**src/rtl/alu_multiciclo_pkg.sv**
```systemverilog
// Shared definitions for the multi-cycle ALU: opcodes, FSM states, overflow helpers.
package alu_multiciclo_pkg;

    localparam logic [3:0] OP_ADD = 4'd0;
    localparam logic [3:0] OP_SUB = 4'd1;
    localparam logic [3:0] OP_GTU = 4'd2;
    localparam logic [3:0] OP_AND = 4'd3;
    localparam logic [3:0] OP_OR  = 4'd4;
    localparam logic [3:0] OP_XOR = 4'd5;
    localparam logic [3:0] OP_GTS = 4'd6;
    localparam logic [3:0] OP_SLL = 4'd7;
    localparam logic [3:0] OP_SRL = 4'd8;
    localparam logic [3:0] OP_SRA = 4'd9;
    localparam logic [3:0] OP_MUL = 4'd10;

    typedef enum logic [1:0] {
        OCIOSO     = 2'd0,
        DESLOCA    = 2'd1,
        MULTIPLICA = 2'd2
    } estado_t;

    // Signed overflow of a + b, from the operand and result MSBs.
    function automatic logic ovf_soma(input logic a, input logic b, input logic r);
        return (~a & ~b & r) | (a & b & ~r);
    endfunction

    // Signed overflow of a - b, from the operand and result MSBs.
    function automatic logic ovf_sub(input logic a, input logic b, input logic r);
        return (a & ~b & ~r) | (~a & b & r);
    endfunction

endpackage

```
**src/rtl/alu_multiciclo_if.sv**
```systemverilog
// Request/response bundle between the control unit (master) and the ALU (slave).
interface alu_multiciclo_if #(
    parameter int WIDTH = 16
);
    logic             inicio;
    logic [3:0]       codop;
    logic [WIDTH-1:0] operando1;
    logic [WIDTH-1:0] operando2;
    logic             ocupado;
    logic             pronto;
    logic [WIDTH-1:0] resultado;
    logic             neg;
    logic             zero;
    logic             overflow;
    logic             carry;
    logic             invalido;

    modport master (
        output inicio, codop, operando1, operando2,
        input  ocupado, pronto, resultado, neg, zero, overflow, carry, invalido
    );

    modport slave (
        input  inicio, codop, operando1, operando2,
        output ocupado, pronto, resultado, neg, zero, overflow, carry, invalido
    );
endinterface

```
**src/rtl/alu_multiciclo_mult_seq.sv**
```systemverilog
// Sequential shift-add multiplier: WIDTH iterations after start, full 2*WIDTH product.
// done and produto are combinational so the caller can capture the product on the last iteration edge.
module alu_mult_seq #(
    parameter int WIDTH = 16
) (
    input  logic               clk,
    input  logic               rst_n,
    input  logic               start,
    input  logic [WIDTH-1:0]   a,
    input  logic [WIDTH-1:0]   b,
    output logic               done,
    output logic [2*WIDTH-1:0] produto
);
    localparam int CW = $clog2(WIDTH) + 1;

    logic [2*WIDTH-1:0] acc;
    logic [2*WIDTH-1:0] mcand;
    logic [WIDTH-1:0]   mplier;
    logic [CW-1:0]      cnt;
    logic               busy;
    logic [2*WIDTH-1:0] acc_next;

    // Partial product for the current multiplier bit.
    always_comb begin
        acc_next = mplier[0] ? (acc + mcand) : acc;
    end

    assign produto = acc_next;
    assign done    = busy && (cnt == CW'(1));

    // Load on start, then one multiplier bit per clock until the count runs out.
    always_ff @(posedge clk or negedge rst_n) begin
        if (!rst_n) begin
            acc    <= '0;
            mcand  <= '0;
            mplier <= '0;
            cnt    <= '0;
            busy   <= 1'b0;
        end else if (start) begin
            acc    <= '0;
            mcand  <= {{WIDTH{1'b0}}, a};
            mplier <= b;
            cnt    <= CW'(WIDTH);
            busy   <= 1'b1;
        end else if (busy) begin
            acc    <= acc_next;
            mcand  <= mcand << 1;
            mplier <= mplier >> 1;
            cnt    <= cnt - CW'(1);
            if (cnt == CW'(1)) begin
                busy <= 1'b0;
            end
        end
    end
endmodule

```
**src/rtl/alu_multiciclo.sv**
```systemverilog
// Multi-cycle execute-stage ALU: single-cycle logic/arith ops, iterative shifts, optional shift-add MUL.
//
// state      | meaning
// OCIOSO     | idle; accepts inicio, completes single-cycle ops directly
// DESLOCA    | shifting one bit per clock until the amount is consumed
// MULTIPLICA | waiting for the shift-add multiplier to finish
module alu_multiciclo
    import alu_multiciclo_pkg::*;
#(
    parameter int WIDTH  = 16,
    parameter int MUL_EN = 1
) (
    input  logic            clk,
    input  logic            rst_n,
    alu_multiciclo_if.slave bus
);
    localparam int SHW = $clog2(WIDTH);

    estado_t            estado;
    logic [WIDTH-1:0]   a, b;
    logic [WIDTH:0]     soma, dif;
    logic [WIDTH-1:0]   res_uc;
    logic               atualiza_oc, ov_uc, cy_uc, legal, iterativo;
    logic [SHW-1:0]     desloc;

    logic [WIDTH-1:0]   sh_reg, passo;
    logic [SHW-1:0]     sh_cnt;
    logic [3:0]         sh_op;

    logic [WIDTH-1:0]   resultado_r;
    logic               neg_r, zero_r, overflow_r, carry_r, ocupado_r, pronto_r, invalido_r;

    logic               mul_done;
    logic [2*WIDTH-1:0] produto;

    assign a      = bus.operando1;
    assign b      = bus.operando2;
    assign desloc = b[SHW-1:0];

    // Decode the incoming opcode and compute every single-cycle result.
    always_comb begin
        soma        = {1'b0, a} + {1'b0, b};
        dif         = {1'b0, a} - {1'b0, b};
        res_uc      = '0;
        atualiza_oc = 1'b0;
        ov_uc       = 1'b0;
        cy_uc       = 1'b0;
        legal       = 1'b1;
        iterativo   = 1'b0;
        case (bus.codop)
            OP_ADD: begin
                res_uc      = soma[WIDTH-1:0];
                atualiza_oc = 1'b1;
                ov_uc       = ovf_soma(a[WIDTH-1], b[WIDTH-1], soma[WIDTH-1]);
                cy_uc       = soma[WIDTH];
            end
            OP_SUB: begin
                res_uc      = dif[WIDTH-1:0];
                atualiza_oc = 1'b1;
                ov_uc       = ovf_sub(a[WIDTH-1], b[WIDTH-1], dif[WIDTH-1]);
                cy_uc       = dif[WIDTH];
            end
            OP_GTU:  res_uc = WIDTH'(a > b);
            OP_AND:  res_uc = a & b;
            OP_OR:   res_uc = a | b;
            OP_XOR:  res_uc = a ^ b;
            OP_GTS:  res_uc = WIDTH'($signed(a) > $signed(b));
            OP_SLL, OP_SRL, OP_SRA: begin
                res_uc    = a;
                iterativo = (desloc != '0);
            end
            OP_MUL: begin
                legal     = (MUL_EN != 0);
                iterativo = (MUL_EN != 0);
            end
            default: legal = 1'b0;
        endcase
    end

    // One-bit step of the shift in progress; SRA keeps replicating the MSB.
    always_comb begin
        case (sh_op)
            OP_SLL:  passo = sh_reg << 1;
            OP_SRL:  passo = sh_reg >> 1;
            default: passo = {sh_reg[WIDTH-1], sh_reg[WIDTH-1:1]};
        endcase
    end

    generate
        if (MUL_EN != 0) begin : g_mul
            logic mul_start;
            assign mul_start = (estado == OCIOSO) && bus.inicio && (bus.codop == OP_MUL);
            alu_mult_seq #(.WIDTH(WIDTH)) u_mult (
                .clk     (clk),
                .rst_n   (rst_n),
                .start   (mul_start),
                .a       (a),
                .b       (b),
                .done    (mul_done),
                .produto (produto)
            );
        end else begin : g_sem_mul
            assign mul_done = 1'b0;
            assign produto  = '0;
        end
    endgenerate

    // Control FSM with registered result, flags and handshake.
    always_ff @(posedge clk or negedge rst_n) begin
        if (!rst_n) begin
            estado      <= OCIOSO;
            sh_reg      <= '0;
            sh_cnt      <= '0;
            sh_op       <= OP_SLL;
            resultado_r <= '0;
            neg_r       <= 1'b0;
            zero_r      <= 1'b0;
            overflow_r  <= 1'b0;
            carry_r     <= 1'b0;
            ocupado_r   <= 1'b0;
            pronto_r    <= 1'b0;
            invalido_r  <= 1'b0;
        end else begin
            pronto_r   <= 1'b0;
            invalido_r <= 1'b0;
            case (estado)
                OCIOSO: begin
                    if (bus.inicio) begin
                        if (!legal) begin
                            resultado_r <= '0;
                            invalido_r  <= 1'b1;
                            pronto_r    <= 1'b1;
                        end else if (!iterativo) begin
                            resultado_r <= res_uc;
                            neg_r       <= res_uc[WIDTH-1];
                            zero_r      <= (res_uc == '0);
                            if (atualiza_oc) begin
                                overflow_r <= ov_uc;
                                carry_r    <= cy_uc;
                            end
                            pronto_r    <= 1'b1;
                        end else if (bus.codop == OP_MUL) begin
                            ocupado_r <= 1'b1;
                            estado    <= MULTIPLICA;
                        end else begin
                            sh_reg    <= a;
                            sh_cnt    <= desloc;
                            sh_op     <= bus.codop;
                            ocupado_r <= 1'b1;
                            estado    <= DESLOCA;
                        end
                    end
                end
                DESLOCA: begin
                    sh_reg <= passo;
                    sh_cnt <= sh_cnt - SHW'(1);
                    if (sh_cnt == SHW'(1)) begin
                        resultado_r <= passo;
                        neg_r       <= passo[WIDTH-1];
                        zero_r      <= (passo == '0);
                        pronto_r    <= 1'b1;
                        ocupado_r   <= 1'b0;
                        estado      <= OCIOSO;
                    end
                end
                MULTIPLICA: begin
                    if (mul_done) begin
                        resultado_r <= produto[WIDTH-1:0];
                        neg_r       <= produto[WIDTH-1];
                        zero_r      <= (produto[WIDTH-1:0] == '0);
                        overflow_r  <= |produto[2*WIDTH-1:WIDTH];
                        carry_r     <= 1'b0;
                        pronto_r    <= 1'b1;
                        ocupado_r   <= 1'b0;
                        estado      <= OCIOSO;
                    end
                end
                default: estado <= OCIOSO;
            endcase
        end
    end

    assign bus.resultado = resultado_r;
    assign bus.neg       = neg_r;
    assign bus.zero      = zero_r;
    assign bus.overflow  = overflow_r;
    assign bus.carry     = carry_r;
    assign bus.ocupado   = ocupado_r;
    assign bus.pronto    = pronto_r;
    assign bus.invalido  = invalido_r;
endmodule

```
**src/flat_wrapper.sv**
```systemverilog
// flat-port wrapper written by rule: the top's interface ports become plain ports
module alu_multiciclo_flat import alu_multiciclo_pkg::*;
#(
    parameter int WIDTH  = 16,
    parameter int MUL_EN = 1
)
  (clk, rst_n, bus_inicio, bus_codop, bus_operando1, bus_operando2, bus_ocupado, bus_pronto, bus_resultado, bus_neg, bus_zero, bus_overflow, bus_carry, bus_invalido);
  alu_multiciclo_if #(.WIDTH(WIDTH)) bus_i ();
  input  logic clk;
  input  logic rst_n;
  input wire logic [$bits(bus_i.inicio)-1:0] bus_inicio;
  input wire logic [$bits(bus_i.codop)-1:0] bus_codop;
  input wire logic [$bits(bus_i.operando1)-1:0] bus_operando1;
  input wire logic [$bits(bus_i.operando2)-1:0] bus_operando2;
  output wire logic [$bits(bus_i.ocupado)-1:0] bus_ocupado;
  output wire logic [$bits(bus_i.pronto)-1:0] bus_pronto;
  output wire logic [$bits(bus_i.resultado)-1:0] bus_resultado;
  output wire logic [$bits(bus_i.neg)-1:0] bus_neg;
  output wire logic [$bits(bus_i.zero)-1:0] bus_zero;
  output wire logic [$bits(bus_i.overflow)-1:0] bus_overflow;
  output wire logic [$bits(bus_i.carry)-1:0] bus_carry;
  output wire logic [$bits(bus_i.invalido)-1:0] bus_invalido;
  assign bus_i.inicio = bus_inicio;
  assign bus_i.codop = bus_codop;
  assign bus_i.operando1 = bus_operando1;
  assign bus_i.operando2 = bus_operando2;
  assign bus_ocupado = bus_i.ocupado;
  assign bus_pronto = bus_i.pronto;
  assign bus_resultado = bus_i.resultado;
  assign bus_neg = bus_i.neg;
  assign bus_zero = bus_i.zero;
  assign bus_overflow = bus_i.overflow;
  assign bus_carry = bus_i.carry;
  assign bus_invalido = bus_i.invalido;
  alu_multiciclo #(.WIDTH(WIDTH), .MUL_EN(MUL_EN)) u_core (.clk(clk), .rst_n(rst_n), .bus(bus_i));
endmodule
```
**config.mk**
```make
export PLATFORM = sky130hd
export DESIGN_NAME = alu_multiciclo_flat
export DESIGN_NICKNAME = d
export VERILOG_FILES = /design/src/rtl/alu_multiciclo_pkg.sv /design/src/rtl/alu_multiciclo_if.sv /design/src/rtl/alu_multiciclo_mult_seq.sv /design/src/rtl/alu_multiciclo.sv /design/src/flat_wrapper.sv
export SDC_FILE = /design/constraint.sdc
export NUM_CORES = 1
export LEC_CHECK = 0
export BUFFER_PORTS_ARGS = -buffer_cell sky130_fd_sc_hd__buf_2
export CAP_MARGIN = 20
export CELL_PAD_IN_SITES_DETAIL_PLACEMENT = 0
export CELL_PAD_IN_SITES_GLOBAL_PLACEMENT = 1
export CORE_MARGIN = 4
export CORE_UTILIZATION = 48
export DETAILED_ROUTE_END_ITERATION = 8
export GPL_TIMING_DRIVEN = 0
export PLACE_DENSITY_LB_ADDON = 0.1
export SYNTH_ARGS = -nofsm -noshare
export SYNTH_HDL_FRONTEND = slang
export SYNTH_SLANG_ARGS = --single-unit
```
**constraint.sdc**
```tcl
create_clock -name clk -period 3.75 [get_ports clk]
set_input_delay 0.1875 -clock clk [delete_from_list [all_inputs] [get_ports clk]]
set_output_delay 0.1875 -clock clk [all_outputs]
set_load 0.01 [all_outputs]
```
; ---- After elaboration in Yosys (flattened, before gate mapping)
; Index checks and enable logic that the tools add are counted.
; W data, S select, Z words.
[totals]
elab_cells = 171
regBits = 135
[op_classes]
bitwise = 18
n_mux = 80
magnitude_cmp = 2
add_sub_neg = 5
reduce_logical = 24
n_eq_ne = 25
[ops]
columns = operator, count
row1 = $mux W16, 11
row2 = $mux W32, 5
row3 = $pmux W16 S8, 1
row4 = $pmux W16 S2, 2
row5 = $logic_not A16 Y1, 3
row6 = $pmux W16 S3, 1
row7 = $mux W1, 37
row8 = $add A32 B32 Y32, 1
row9 = $gt A16 B16 Y1, 2
row10 = $eq A4 B3 Y1 const B, 5
row11 = $reduce_and A5 Y1, 4
row12 = $reduce_and A6 Y1, 3
row13 = $add A16 B16 Y17, 1
row14 = $sub A16 B16 Y17, 1
row15 = $and A16 B16 Y16, 1
row16 = $eq A4 B4 Y1 const B, 4
row17 = $mux W4, 4
row18 = $or A16 B16 Y16, 1
row19 = $reduce_or A16 Y1, 1
row20 = $xor A16 B16 Y16, 1
row21 = $mux W2, 6
row22 = $pmux W1 S3, 4
row23 = $reduce_or A11 Y1, 1
row24 = $mux W5, 2
row25 = other kinds (24), 52

; ---- Logic depth before layout (Yosys ltp)
; Gate-level depths: netlist of the first run.
[logic_depth]
word_depth = 10
ltp_mapped = 13
depth_no_buf = 13

; ---- Modules after synthesis
; Synthesis of the first run repeated with hierarchy kept, for this count alone.
[unflattened]
hier_cells = 1461
area_unflattened_um2 = 11877.6
[by_module_without_submodules]
columns = mod, n_inst, cells_each, seq_area_each_um2, area_per_inst_um2
row1 = alu_mult_seq, 1, 691, 2152.1, 6128.4
row2 = alu_multiciclo, 1, 770, 1229.9, 5749.3

; ---- Worst setup path after synthesis of the first run
; Ideal clock, no wire load.
[synth_timing]
kind = register -> register
from = register u_core.g_mul.u_mult.acc[14]
to = register u_core.overflow_r (netlist: u_core.bus.overflow)
period_less_slack_ns = 2.799
t_required_ns = 3.618
setup_ns = 0.132
setup_slack_ns = 0.951
t_arrival_ns = 2.667
stages_incl_launch_ff = 12
path_cell_list = dfrtp_1 ha_1 buf_2 nand2_1 or3_1 a2111o_1 a22oi_1 a21boi_1 xor2_1 o2111ai_1 nor4b_1 a31oi_1
[synth_via]
elab_chain_len = 5
[synth_rtl]
columns = item, line
row1 = from (decl), alu_multiciclo_mult_seq.sv:16  ; logic [2*WIDTH-1:0] acc;
row2 = from (signal assigned), alu_multiciclo_mult_seq.sv:46  ; acc <= acc_next;
row3 = $add A32 B32 Y32, alu_multiciclo_mult_seq.sv:25  ; acc_next = mplier[0] ? (acc + mcand) : acc;
row4 = $mux W32, alu_multiciclo_mult_seq.sv:25
row5 = $reduce_or A16 Y1, alu_multiciclo.sv:171  ; overflow_r <= |produto[2*WIDTH-1:WIDTH];
row6 = $mux W1, alu_multiciclo.sv:167  ; if (mul_done) begin
row7 = $pmux W1 S2, alu_multiciclo.sv:126  ; case (estado)
row8 = to (signal assigned), alu_multiciclo.sv:138  ; overflow_r <= ov_uc;
row9 = to (signal assigned), alu_multiciclo.sv:171
row10 = to (decl), alu_multiciclo.sv:31  ; logic neg_r, zero_r, overflow_r, carry_r, ocupado_r, pronto_r, invalido_r;
; Every way passes these cells. The select of a mux whose other input is x is not followed.
; A chain may end at the register's enable or synchronous reset.

; ---- Final worst setup path of the first run
[layout_timing]
from = register u_core.g_mul.u_mult.mplier[0]
to = register u_core.g_mul.u_mult.acc[17]
[layout_via]
elab_chain_len = 3
[layout_rtl]
columns = item, line
row1 = from (decl), alu_multiciclo_mult_seq.sv:18  ; logic [WIDTH-1:0] mplier;
row2 = from (signal assigned), alu_multiciclo_mult_seq.sv:48  ; mplier <= mplier >> 1;
row3 = $mux W32, alu_multiciclo_mult_seq.sv:25
row4 = $mux W32, alu_multiciclo_mult_seq.sv:45  ; end else if (busy) begin
row5 = $mux W32, alu_multiciclo_mult_seq.sv:39  ; end else if (start) begin
; Every way passes these cells. The select of a mux whose other input is x is not followed.

==> run_results.csv, run 1 <==
group,metric,value,unit
yosys,muxShareOfSynthArea,6.87,%
worst_hold_path,hold_path_class,"input port to flop",
grt,antenna_found_initial,0,
final_layout,area_growth_syn_to_layout,11.0,%
yosys,yosys-top-cells-area,"dfrtp_1 (28%), ha_1 (10%), mux2i_1 (6.3%), nand2_1 (4.8%), a21oi_1 (4.7%)",
yosys,syn_area,11900,um^2
final_layout,num-fill-cells,2428,
setup_path,cpMostUsedCell,"clkbuf_1",
pwr,ir_drop,0.451,mV
placement,portBuffers,60,
floorplanning,io_pins,62,
setup_path,path_depth,8,
pwr,clock_power_share,15.9,%
worst_hold_path,hold_path_depth,3,
setup_path,cpLargestDelayFamily,"buffers and inverters",
grt,grt_pass1_vias,11300,
final_layout,fin_nets,1704,
floorplanning,initial_core_util,48.9,%
yosys,yosysTopAreaCell,"dfrtp_1",
yosys,synth_edf_count,0,
floorplanning,die_w,166,um
yosys,synth_top_family_by_area,"compound AO/OA/AOI/OAI gates",
yosys,synthArstFlopShare,100,%
sta,tns,0,ps
pwr,swShare,49.5,%
yosys,synthXorXnorAreaFrac,1.76,%
routing,num_vias,11900,
sta,fin_hold_ws,38.8,ps
yosys,synthAdderAreaFrac,10.6,%
final_layout,multi_input_area,7870,um^2
yosys,syn_inst,1483,
cts,clock_path_buffers,2,
yosys,ys.warnings.count,0,
final_layout,num_antenna_cells,0,
grt,grt_max_degree,77,
setup_path,crit_chain,"clkbuf_1 -> clkbuf_1 -> buf_1 -> buf_1 -> nand2_1 -> clkbuf_1 -> o21a_1 -> nor2_1",
sta,setup_viol,0,
yosys,synth_compound_area_share,26.4,%
setup_path,cp_max_fo,10,
pwr,p_int,0.00509,W
grt,grt.overflow.total,0,
floorplanning,die_height,166,um
yosys,synthSimpleGateAreaFrac,20.3,%
yosys,synth_seq_cells,135,
sta,relSlewSlack,34.9,%
yosys,synth.yosys.seq_area_share,28.4,%
final_layout,final_util,54.2,%
flow_run,maxCapViolCount,0,
floorplanning,num_rows,57,
cts,cts_buffers,17,
cts,clock_latency,430,ps
pwr,total_power,0.0101,W
yosys,netlist.area_leader.share,27.7,%
setup_path,cp-end-kind,"flop",
cts,htreeDepth,4,
placement,routabilityCongestion,0.957,
grt,track_usage,31.4,%
yosys,ys.flop_type,"dfrtp_1",
pwr,power_density,762,nW/um^2
pwr,pwr-share-comb,58.2,%
floorplanning,die_area,27400,um^2
routing,first_pass_iters,5,
yosys,syn-num-nets,1621,
routing,drc,0,
yosys,synth_cell_types,88,
cts,cts.sinks,135,
outcome,outcome,"completed",
routing,routed_wl,43000,um
setup_path,worst-path-buf-inv,5,
setup_path,crit_type,"flop to flop",
sta,finalHoldViolations,0,
sta,period_needed,3530,ps
grt,grt_first_pass_wirelength,65700,um
sta,rsz0062_at_grt,"no",
pwr,netSwitchingPower,0.00499,W
setup_path,arrival,3870,ps
cts,cts_tree,"done",
cts,clockRootBuffer,"clkbuf_16",
sta,max_freq,283,MHz
routing,ant_nets,0,
setup_path,cp.required,4100,ps
placement,post-dp-hpwl,33600,um
setup_path,reg2reg_depth,8,
routing,drt_iter0_markers,1099,
final_layout,drive_gt1_share,9.25,%
setup_path,critPathLaunchType,"flop",
yosys,syn_avg_cell_area,8.03,um^2
pwr,power_frac_seq,26.0,%
final_layout,regArea,3380,um^2
pwr,p_leak,6.08,nW
floorplanning,design.core.area,24400,um^2
routing,wl_per_cell,22.6,um
sta,slew_viol_final,0,
cts,clk_pin_slew,70,ps
sta,fin_skew,20.4,ps
setup_path,slowest_delay,590,ps
routing,routed_via_density,6.23,
final_layout,top_regs,"u_core.g_mul.u_mult.acc: 32 flops, u_core.g_mul.u_mult.mcand: 32 flops",
setup_path,cpMaxStageDelayCell,"buf_1",
sta,layout_worst_path_cycle_share,94.1,%
sta,tightest_slew,973,ps
## power by group through the flow
stage | clock network, W | registers, W | logic [W]
after global placement | 0 | 0.00262 | 0.00571
after CTS | 0.00161 | 0.00261 | 0.00579
after detailed placement | 0 | 0.00263 | 0.00577
after global routing | 0.00169 | 0.00268 | 0.00650
final | 0.00160 | 0.00262 | 0.00586
after floorplan | 0 | 0.00249 | 0.00417
## stage by stage
| step | worst slack, ps | cells | cell area, um^2 |
|---|---|---|---|
| 6_report | 222 | 1903 | 13200 |
| 5_1_grt | 96.1 | 1903 | 13200 |
| 4_1_cts | 173 | 1902 | 13200 |
| 3_5_place_dp | 132 | 1869 | 12700 |
| 3_3_place_gp | 152 | 1867 | 12600 |
| 2_1_floorplan | 951 | 1483 | 11900 |
## routing by layer
layer | vias up | part of all wire, % | global-route usage (%)
met1 | 5716 | 41 | 39.7
met5 | - | 0 | 0
met3 | 99 | 5.8 | 4.37
met2 | 434 | 48 | 53.4
met4 | 0 | 4.7 | 13.7
li1 | 5604 | - | -
## final cells by class
cell class              count  share of cell area (%)
clock inverters            14                   0.766
clock buffers              18                    3.32
inverters                  79                    2.24
flip-flops and latches    135                    25.6
well taps                 324                    3.06
repair buffers             64                    2.70
plain buffers              95                    2.88
multi-input cells        1174                    59.5
## final timing paths
| check | start | end | slack, ps |
|---|---|---|---|
| worst min register to register | u_core.bus.resultado[6] | u_core.bus.resultado[6] | 480 |
| worst max-delay path | u_core.g_mul.u_mult.mplier[0] | u_core.g_mul.u_mult.acc[17] | 220 |
| worst min-delay path | bus_operando2[13] | u_core.g_mul.u_mult.mplier[13] | 40 |
| max in group asynchronous | rst_n | u_core.sh_op[2] | 2590 |
| min in group asynchronous | rst_n | u_core.g_mul.u_mult.mcand[22] | 320 |
| worst max register to register | u_core.g_mul.u_mult.mplier[0] | u_core.g_mul.u_mult.acc[17] | 220 |
## layout by cell type, fill, tap and decap left out, types with 8 or more instances in the layout
| cell | instances |
|---|---|
| nor2b_1 | 13 |
| clkbuf_16 | 17 |
| nor3_1 | 37 |
| nand4_1 | 14 |
| buf_2 | 77 |
| and2_1 | 9 |
| nand3_1 | 30 |
| a211o_1 | 12 |
| a21o_1 | 25 |
| a21oi_1 | 111 |
| a211oi_1 | 31 |
| nand2b_1 | 17 |
| a22oi_1 | 12 |
| xnor2_1 | 17 |
| ha_1 | 96 |
| o21ai_1 | 12 |
| or3_1 | 14 |
| mux2i_1 | 75 |
| buf_1 | 10 |
| o21bai_1 | 10 |
| nor3b_1 | 8 |
| dfrtp_1 | 132 |
| clkbuf_1 | 65 |
| o211ai_1 | 12 |
| a31oi_1 | 18 |
| nand2_1 | 151 |
| o31ai_1 | 8 |
| nor2_1 | 125 |
| o21ai_0 | 109 |
| and3_1 | 16 |
| nor4_1 | 17 |
| o22ai_1 | 14 |
| o21a_1 | 12 |
| a221oi_1 | 9 |
| inv_1 | 77 |
## worst reg2reg max path, delay by kind of cell, from the launching register on
kind	cells	cell delay [ps]
buffers and inverters	5	2310
AO/OA/AOI/OAI	1	280
AND/OR/NAND/NOR	2	460
flip-flops	1	410
## logic make-up (layout without fill, tap and decap cells)
family | count (synthesis) | in the layout
AOI/OAI and AO/OA | 476 | 476
xor gates and xnor gates | 24 | 24
adders and majority gates | 99 | 99
buffers and inverters | 174 | 270
DFF | 135 | 135
muxes | 81 | 81
and+or+nand+nor | 494 | 494
## cell usage after synthesis, types with 12 or more instances
cell,number
nand2_1,151
dfrtp_1,132
nor2_1,125
a21oi_1,111
o21ai_0,109
ha_1,96
inv_1,77
mux2i_1,75
clkbuf_1,65
nor3_1,38
a211oi_1,31
nand3_1,30
a21o_1,25
a31oi_1,18
buf_2,18
nand2b_1,17
nor4_1,17
xnor2_1,17
and3_1,16
nand4_1,14
o22ai_1,14
or3_1,14
nor2b_1,13
a211o_1,12
a22oi_1,12
o211ai_1,12
o21a_1,12
o21ai_1,12
## what timing repair did
action                                  4_1_cts  5_1_grt
endpoints found under the hold margin        59        0
endpoints found under the setup margin        0        1
resized for setup                             0        2
setup buffers                                 0        0
hold buffers                                  1        0
(Power assumes the default switching activity.)
==> inputs of run 2 (changes only) <==
- ABC_AREA: unset -> 1
- CORE_UTILIZATION: 48 -> 45
- MAX_ROUTING_LAYER: unset -> met4
- SYNTH_HIERARCHICAL: unset -> 1
==> run_results.csv, run 2 <==
group,metric,value,unit
yosys,synth.yosys.seq_area_share,27.5,%
sta,finalHoldViolations,0,
routing,wl_per_cell,19.8,um
setup_path,cp-end-kind,"flop",
pwr,netSwitchingPower,0.00445,W
sta,fin_skew,15.0,ps
sta,tightest_slew,708,ps
setup_path,cp_max_fo,5,
cts,clk_pin_slew,60,ps
setup_path,arrival,3890,ps
floorplanning,die_height,173,um
flow_run,maxCapViolCount,0,
yosys,syn_inst,1948,
cts,clock_path_buffers,2,
outcome,outcome,"completed",
setup_path,r2r_start,"u_core/g_mul.u_mult/acc[0]",
final_layout,layout_commonest_cell,"nand2_1",
final_layout,layout_common_cells,"nand2_1 (636), inv_1 (317), nand3_1 (143), nor2_1 (139), dfrtp_1 (132)",
routing,drt_iter0_markers,1412,
yosys,syn_area,12300,um^2
yosys,yosys-top-cells-area,"dfrtp_1 (27%), nand2_1 (19%), inv_1 (9.7%), ha_1 (9.3%), nand3_1 (5.8%)",
cts,htreeDepth,4,
sta,relSlewSlack,52.4,%
setup_path,cp.required,4100,ps
final_layout,drive_gt1_share,9.54,%
sta,setup_viol,0,
yosys,synth_common_cells,"nand2_1 (636), inv_1 (317), nand3_1 (143)",
grt,grt_max_degree,70,
final_layout,design_area,13700,um^2
cts,clock_latency,430,ps
routing,routed_wl,47200,um
yosys,ys.flop_type,"dfrtp_1",
cts,cts.sinks,135,
routing,drc,0,
placement,routabilityCongestion,1.01,
grt,grt_first_pass_wirelength,71900,um
yosys,syn-num-nets,2081,
routing,routed_via_density,5.46,
routing,first_pass_iters,5,
sta,period_needed,3540,ps
setup_path,crit_chain,"ha_1 -> fa_1 -> nand3_1 -> nand3_1 -> nand2_1 -> nand2_1 -> xor2_1 -> o21ai_0 -> inv_1 -> or3_1 -> nor4_1 -> nand3_1 -> nand2_1 -> a21boi_0 -> a21oi_1",
worst_hold_path,hold_path_class,"input port to flop",
final_layout,fin_nets,2164,
yosys,yosysTopAreaCell,"dfrtp_1",
pwr,pwr-share-comb,53.7,%
setup_path,crit_type,"flop to flop",
cts,cts_buffers,17,
grt,grt.overflow.total,0,
pwr,power_frac_seq,27.4,%
sta,rsz0062_at_grt,"no",
sta,slew_viol_final,0,
yosys,synth_edf_count,0,
setup_path,cpMaxStageDelayCell,"fa_1",
final_layout,top_regs,"u_core/g_mul.u_mult/acc: 32 flops, u_core/g_mul.u_mult/mcand: 32 flops",
grt,antenna_found_initial,1,
floorplanning,design.core.area,26900,um^2
sta,layout_worst_path_cycle_share,94.4,%
placement,post-dp-hpwl,38200,um
floorplanning,initial_core_util,45.7,%
final_layout,area_growth_syn_to_layout,11.3,%
cts,cts_tree,"done",
cts,ctsResizeCount,0,
setup_path,cp-startpoint,"u_core/g_mul.u_mult/acc[0]",
setup_path,slowest_delay,480,ps
routing,ant_nets,0,
setup_path,critPathLaunchType,"flop",
sta,max_freq,283,MHz
yosys,syn_avg_cell_area,6.31,um^2
yosys,ys.warnings.count,6,
grt,track_usage,32.0,%
pwr,swShare,48.6,%
yosys,yosysMostFrequentCell,"nand2_1",
yosys,synth_cell_types,51,
pwr,power_density,669,nW/um^2
yosys,netlist.area_leader.share,26.9,%
floorplanning,die_area,30000,um^2
floorplanning,num_rows,60,
sta,tns,0,ps
pwr,p_int,0.00469,W
yosys,synth_seq_cells,135,
cts,clockRootBuffer,"clkbuf_16",
pwr,p_leak,7.51,nW
routing,num_vias,13000,
worst_hold_path,holdCritStartpoint,"bus_codop[0]",
pwr,clock_power_share,18.9,%
floorplanning,io_pins,62,
placement,place_area,13000,um^2
grt,grt_pass1_vias,12000,
floorplanning,die_w,173,um
placement,portBuffers,61,
pwr,ir_drop,0.362,mV
yosys,synthArstFlopShare,100,%
-- run 2: final cells by class --
type | instances | area, um^2
sequential | 135 | 3380
clock buffer | 20 | 457
fill | 2871 | 13200
multi-input combinational | 1426 | 7380
inverter | 325 | 1220
buffer | 62 | 295
timing repair buffer | 64 | 359
tap | 341 | 427
antenna | 1 | 2.50
clock inverter | 12 | 140
-- run 2: cell families after synthesis --
logic type               count (synthesis)  synth area share, %
AO/OA/AOI/OAI                          289                 13.8
XOR/XNOR                                19                 1.35
adder cells (fa/ha/maj)                 94                 9.76
buffers and inverters                  387                 12.4
flip-flops                             135                 27.5
AND/OR/NAND/NOR                       1024                 35.2
-- run 2: power groups by stage --
stage	logic [W]	registers [W]	clock network, W
global route	0.00548	0.00257	0.00181
global placement	0.00476	0.00250	0
detailed placement	0.00483	0.00251	0
floorplan	0.00335	0.00242	0
CTS	0.00486	0.00249	0.00174
finish	0.00491	0.00250	0.00173
-- run 2: worst paths after layout --
check                           slack (ps)                     endpoint  cells past startpoint
worst max-delay path                   210              u_core/bus.zero                     15
worst min-delay path                    50              u_core/sh_op[0]                      3
worst max register to register         210              u_core/bus.zero                     15
worst min register to register         460      u_core/bus.resultado[1]                      2
max in group asynchronous             2610              u_core/sh_op[0]                      3
min in group asynchronous              310  u_core/g_mul.u_mult/acc[24]                      2
-- run 2: worst max-delay path, delay by kind of cell (launching register included) --
| kind | cells | cell delay, ps |
|---|---|---|
| AOI/OAI and AO/OA | 3 | 650 |
| DFF | 1 | 380 |
| and+or+nand+nor | 8 | 1410 |
| buffers and inverters | 1 | 110 |
| adders and majority gates | 2 | 750 |
| xor gates and xnor gates | 1 | 160 |
-- run 2: repair_timing --
item                      4_1_cts  5_1_grt
setup buffers                   0        0
hold buffers                    2        0
hold endpoints to repair       67        0
-- run 2: layer usage --
metal  vias to the layer above  track usage (%)  routed length (um)
met5                         -                -                   0
met4                         0             7.45                1040
met3                        47             3.79                3400
met2                       515             48.9               20900
met1                      6119             45.6               21900
li1                       6345                -                   -
-- run 2: per-stage QoR --
stage	std cells	worst slack, ps	power (W)	utilization (%)	hold slack [ps]
2_1_floorplan	1948	1020	0.00578	-	-108
3_3_place_gp	2350	244	0.00726	48.4	431
3_5_place_dp	2351	240	0.00734	48.6	231
4_1_cts	2385	224	0.00909	50.8	31.4
5_1_grt	2385	50.1	0.00986	50.8	44.4
6_report	2386	211	0.00914	50.9	49.6
==> inputs of run 3 (changes only) <==
- BUFFER_PORTS_ARGS: -buffer_cell sky130_fd_sc_hd__buf_2 -> unset
- CORE_UTILIZATION: 45 -> 47
- DONT_BUFFER_PORTS: unset -> 1
==> run_results.csv, run 3 (same netlist as run 2, synthesis figures left out) <==
group,metric,value,unit
setup_path,cp.required,4070,ps
sta,max_freq,288,MHz
pwr,total_power,0.00893,W
floorplanning,num_rows,58,
final_layout,fin_nets,2138,
placement,post-dp-hpwl,34700,um
setup_path,crit_end,"u_core/bus.overflow",
setup_path,cpMaxStageDelayCell,"fa_1",
floorplanning,die_height,170,um
sta,layout_worst_path_cycle_share,92.7,%
cts,clockRootBuffer,"clkbuf_16",
grt,grt_pass1_vias,12300,
setup_path,slowest_delay,500,ps
final_layout,stdcell_count,2348,
placement,routabilityCongestion,0.985,
routing,first_pass_iters,7,
pwr,ir_drop,0.365,mV
placement,dp.cells,2278,
final_layout,area_growth_syn_to_layout,11.3,%
setup_path,rrSetupSlack,270,ps
sta,rsz0062_at_grt,"no",
grt,track_usage,32.0,%
sta,tightest_slew,785,ps
cts,clock_latency,440,ps
pwr,power_density,653,nW/um^2
cts,htreeDepth,4,
cts,cts_buffers,17,
grt,grt_max_degree,136,
grt,grt_first_pass_wirelength,69300,um
flow_run,maxCapViolCount,0,
setup_path,cp-startpoint,"u_core/g_mul.u_mult/acc[0]",
final_layout,layout_commonest_cell,"nand2_1",
sta,fin_skew,19.1,ps
setup_path,r2r_start,"u_core/g_mul.u_mult/acc[0]",
setup_path,crit_type,"flop to flop",
routing,routed_via_density,5.43,
routing,ant_nets,0,
routing,num_vias,12800,
grt,grt.overflow.total,0,
sta,period_needed,3480,ps
cts,cts_setup_buffers,0,
placement,portBuffers,0,
routing,routed_wl,44300,um
floorplanning,die_w,170,um
setup_path,arrival,3800,ps
grt,antenna_found_initial,0,
final_layout,final_util,53.7,%
floorplanning,initial_core_util,48.2,%
outcome,outcome,"completed",
routing,wl_per_cell,18.9,um
setup_path,crit_chain,"ha_1 -> fa_1 -> nand3_1 -> nand3_1 -> nand3_1 -> nand3_2 -> nand2_1 -> nand2_1 -> nand2_1 -> nand3_1 -> and2_1 -> nor4_1 -> and3_1 -> nand3_1 -> nand2_1 -> inv_1 -> nand2_1 -> nand2_1",
setup_path,reg2reg_depth,18,
routing,drt_iter0_markers,1119,
cts,cts_tree,"done",
setup_path,cp_max_fo,5,
final_layout,top_regs,"u_core/g_mul.u_mult/acc: 32 flops, u_core/g_mul.u_mult/mcand: 32 flops",
setup_path,cpMostUsedCell,"nand2_1",
final_layout,num_antenna_cells,0,
routing,drc,0,
cts,cts.sinks,135,
sta,setup_viol,0,
sta,finalHoldViolations,0,
floorplanning,design.core.area,25500,um^2
sta,relSlewSlack,47.7,%
pwr,p_leak,7.39,nW
final_layout,layout_common_cells,"nand2_1 (636), inv_1 (317), nand3_1 (143), nor2_1 (139), dfrtp_1 (132)",
final_layout,design_area,13700,um^2
cts,clock_path_buffers,2,
placement,place_area,12700,um^2
setup_path,critPathLaunchType,"flop",
setup_path,r2r_end,"u_core/bus.overflow",
sta,slew_viol_final,0,
setup_path,cp-end-kind,"flop",
worst_hold_path,hold_path_class,"input port to flop",
floorplanning,io_pins,62,
floorplanning,die_area,28800,um^2
final_layout,drive_gt1_share,6.79,%
cts,clk_pin_slew,70,ps
run 3: changes by cell type in the layout (fill, tap and decap cells not counted), sizes merged:
cell,before,now
buf,95,34
bufinv,2,0
clkbuf,49,47
clkinv,3,5
clkinvlp,3,2
diode,1,0
dlygate4sd3,2,37
inv,329,332
run 3: per-stage QoR:
step | TNS [ps] | hold slack (ps) | setup slack, ps
2_1_floorplan | 0 | -108 | 1020
3_3_place_gp | -1.33 | -98.1 | -1.33
3_5_place_dp | -12.4 | -97.6 | -12.4
4_1_cts | 0 | 52.1 | 183
5_1_grt | 0 | 79.1 | 56.2
6_report | 0 | 74.0 | 273
run 3: where the power goes:
part	total (W)	switching [W]	internal, W
registers	0.00254	0.000466	0.00207
logic	0.00473	0.00319	0.00154
clock network	0.00165	0.000758	0.000893
total	0.00893	0.00442	0.00451
run 3: metal layers:
metal	GRT usage [%]	share of wire (%)
met5	-	0
met4	11.3	3.6
met3	4.73	5.5
met2	52.7	48
met1	40.2	43
run 3: worst max-delay path, delay by kind of cell, from the launching register on:
family	cells	cell delay, ps
flip-flops	1	390
buffers and inverters	1	40
adder cells (fa/ha/maj)	2	780
AND/OR/NAND/NOR	15	2150
run 3: how the worst min path moves through the flow:
stage / depth (start not counted) / end / slack [ps] / start
6_report: 4 / u_core/estado[0] / 70 / bus_inicio
5_1_grt: 3 / u_core/bus.pronto / 80 / bus_inicio
4_1_cts: 4 / u_core/estado[0] / 50 / bus_inicio
3_5_place_dp: 0 / u_core/g_mul.u_mult/mplier[11] / -100 / rst_n
3_3_place_gp: 0 / u_core/g_mul.u_mult/mplier[11] / -100 / rst_n
2_1_floorplan: 0 / u_core/bus.carry / -110 / rst_n
run 3: area by class of cell:
cell class | instances | area (um^2)
Buffer | 62 | 295
Clock buffer | 18 | 439
Clock inverter | 14 | 134
Fill cell | 2664 | 11800
Inverter | 325 | 1220
Multi-Input combinational cell | 1426 | 7390
Sequential cell | 135 | 3380
Tap cell | 330 | 413
Timing Repair Buffer | 38 | 398
run 3: what timing repair did:
action / CTS / global route
setup endpoints to repair: 1 / 2
endpoints found under the hold margin: 181 / 0
hold buffers: 38 / 0
resized for setup: 1 / 2
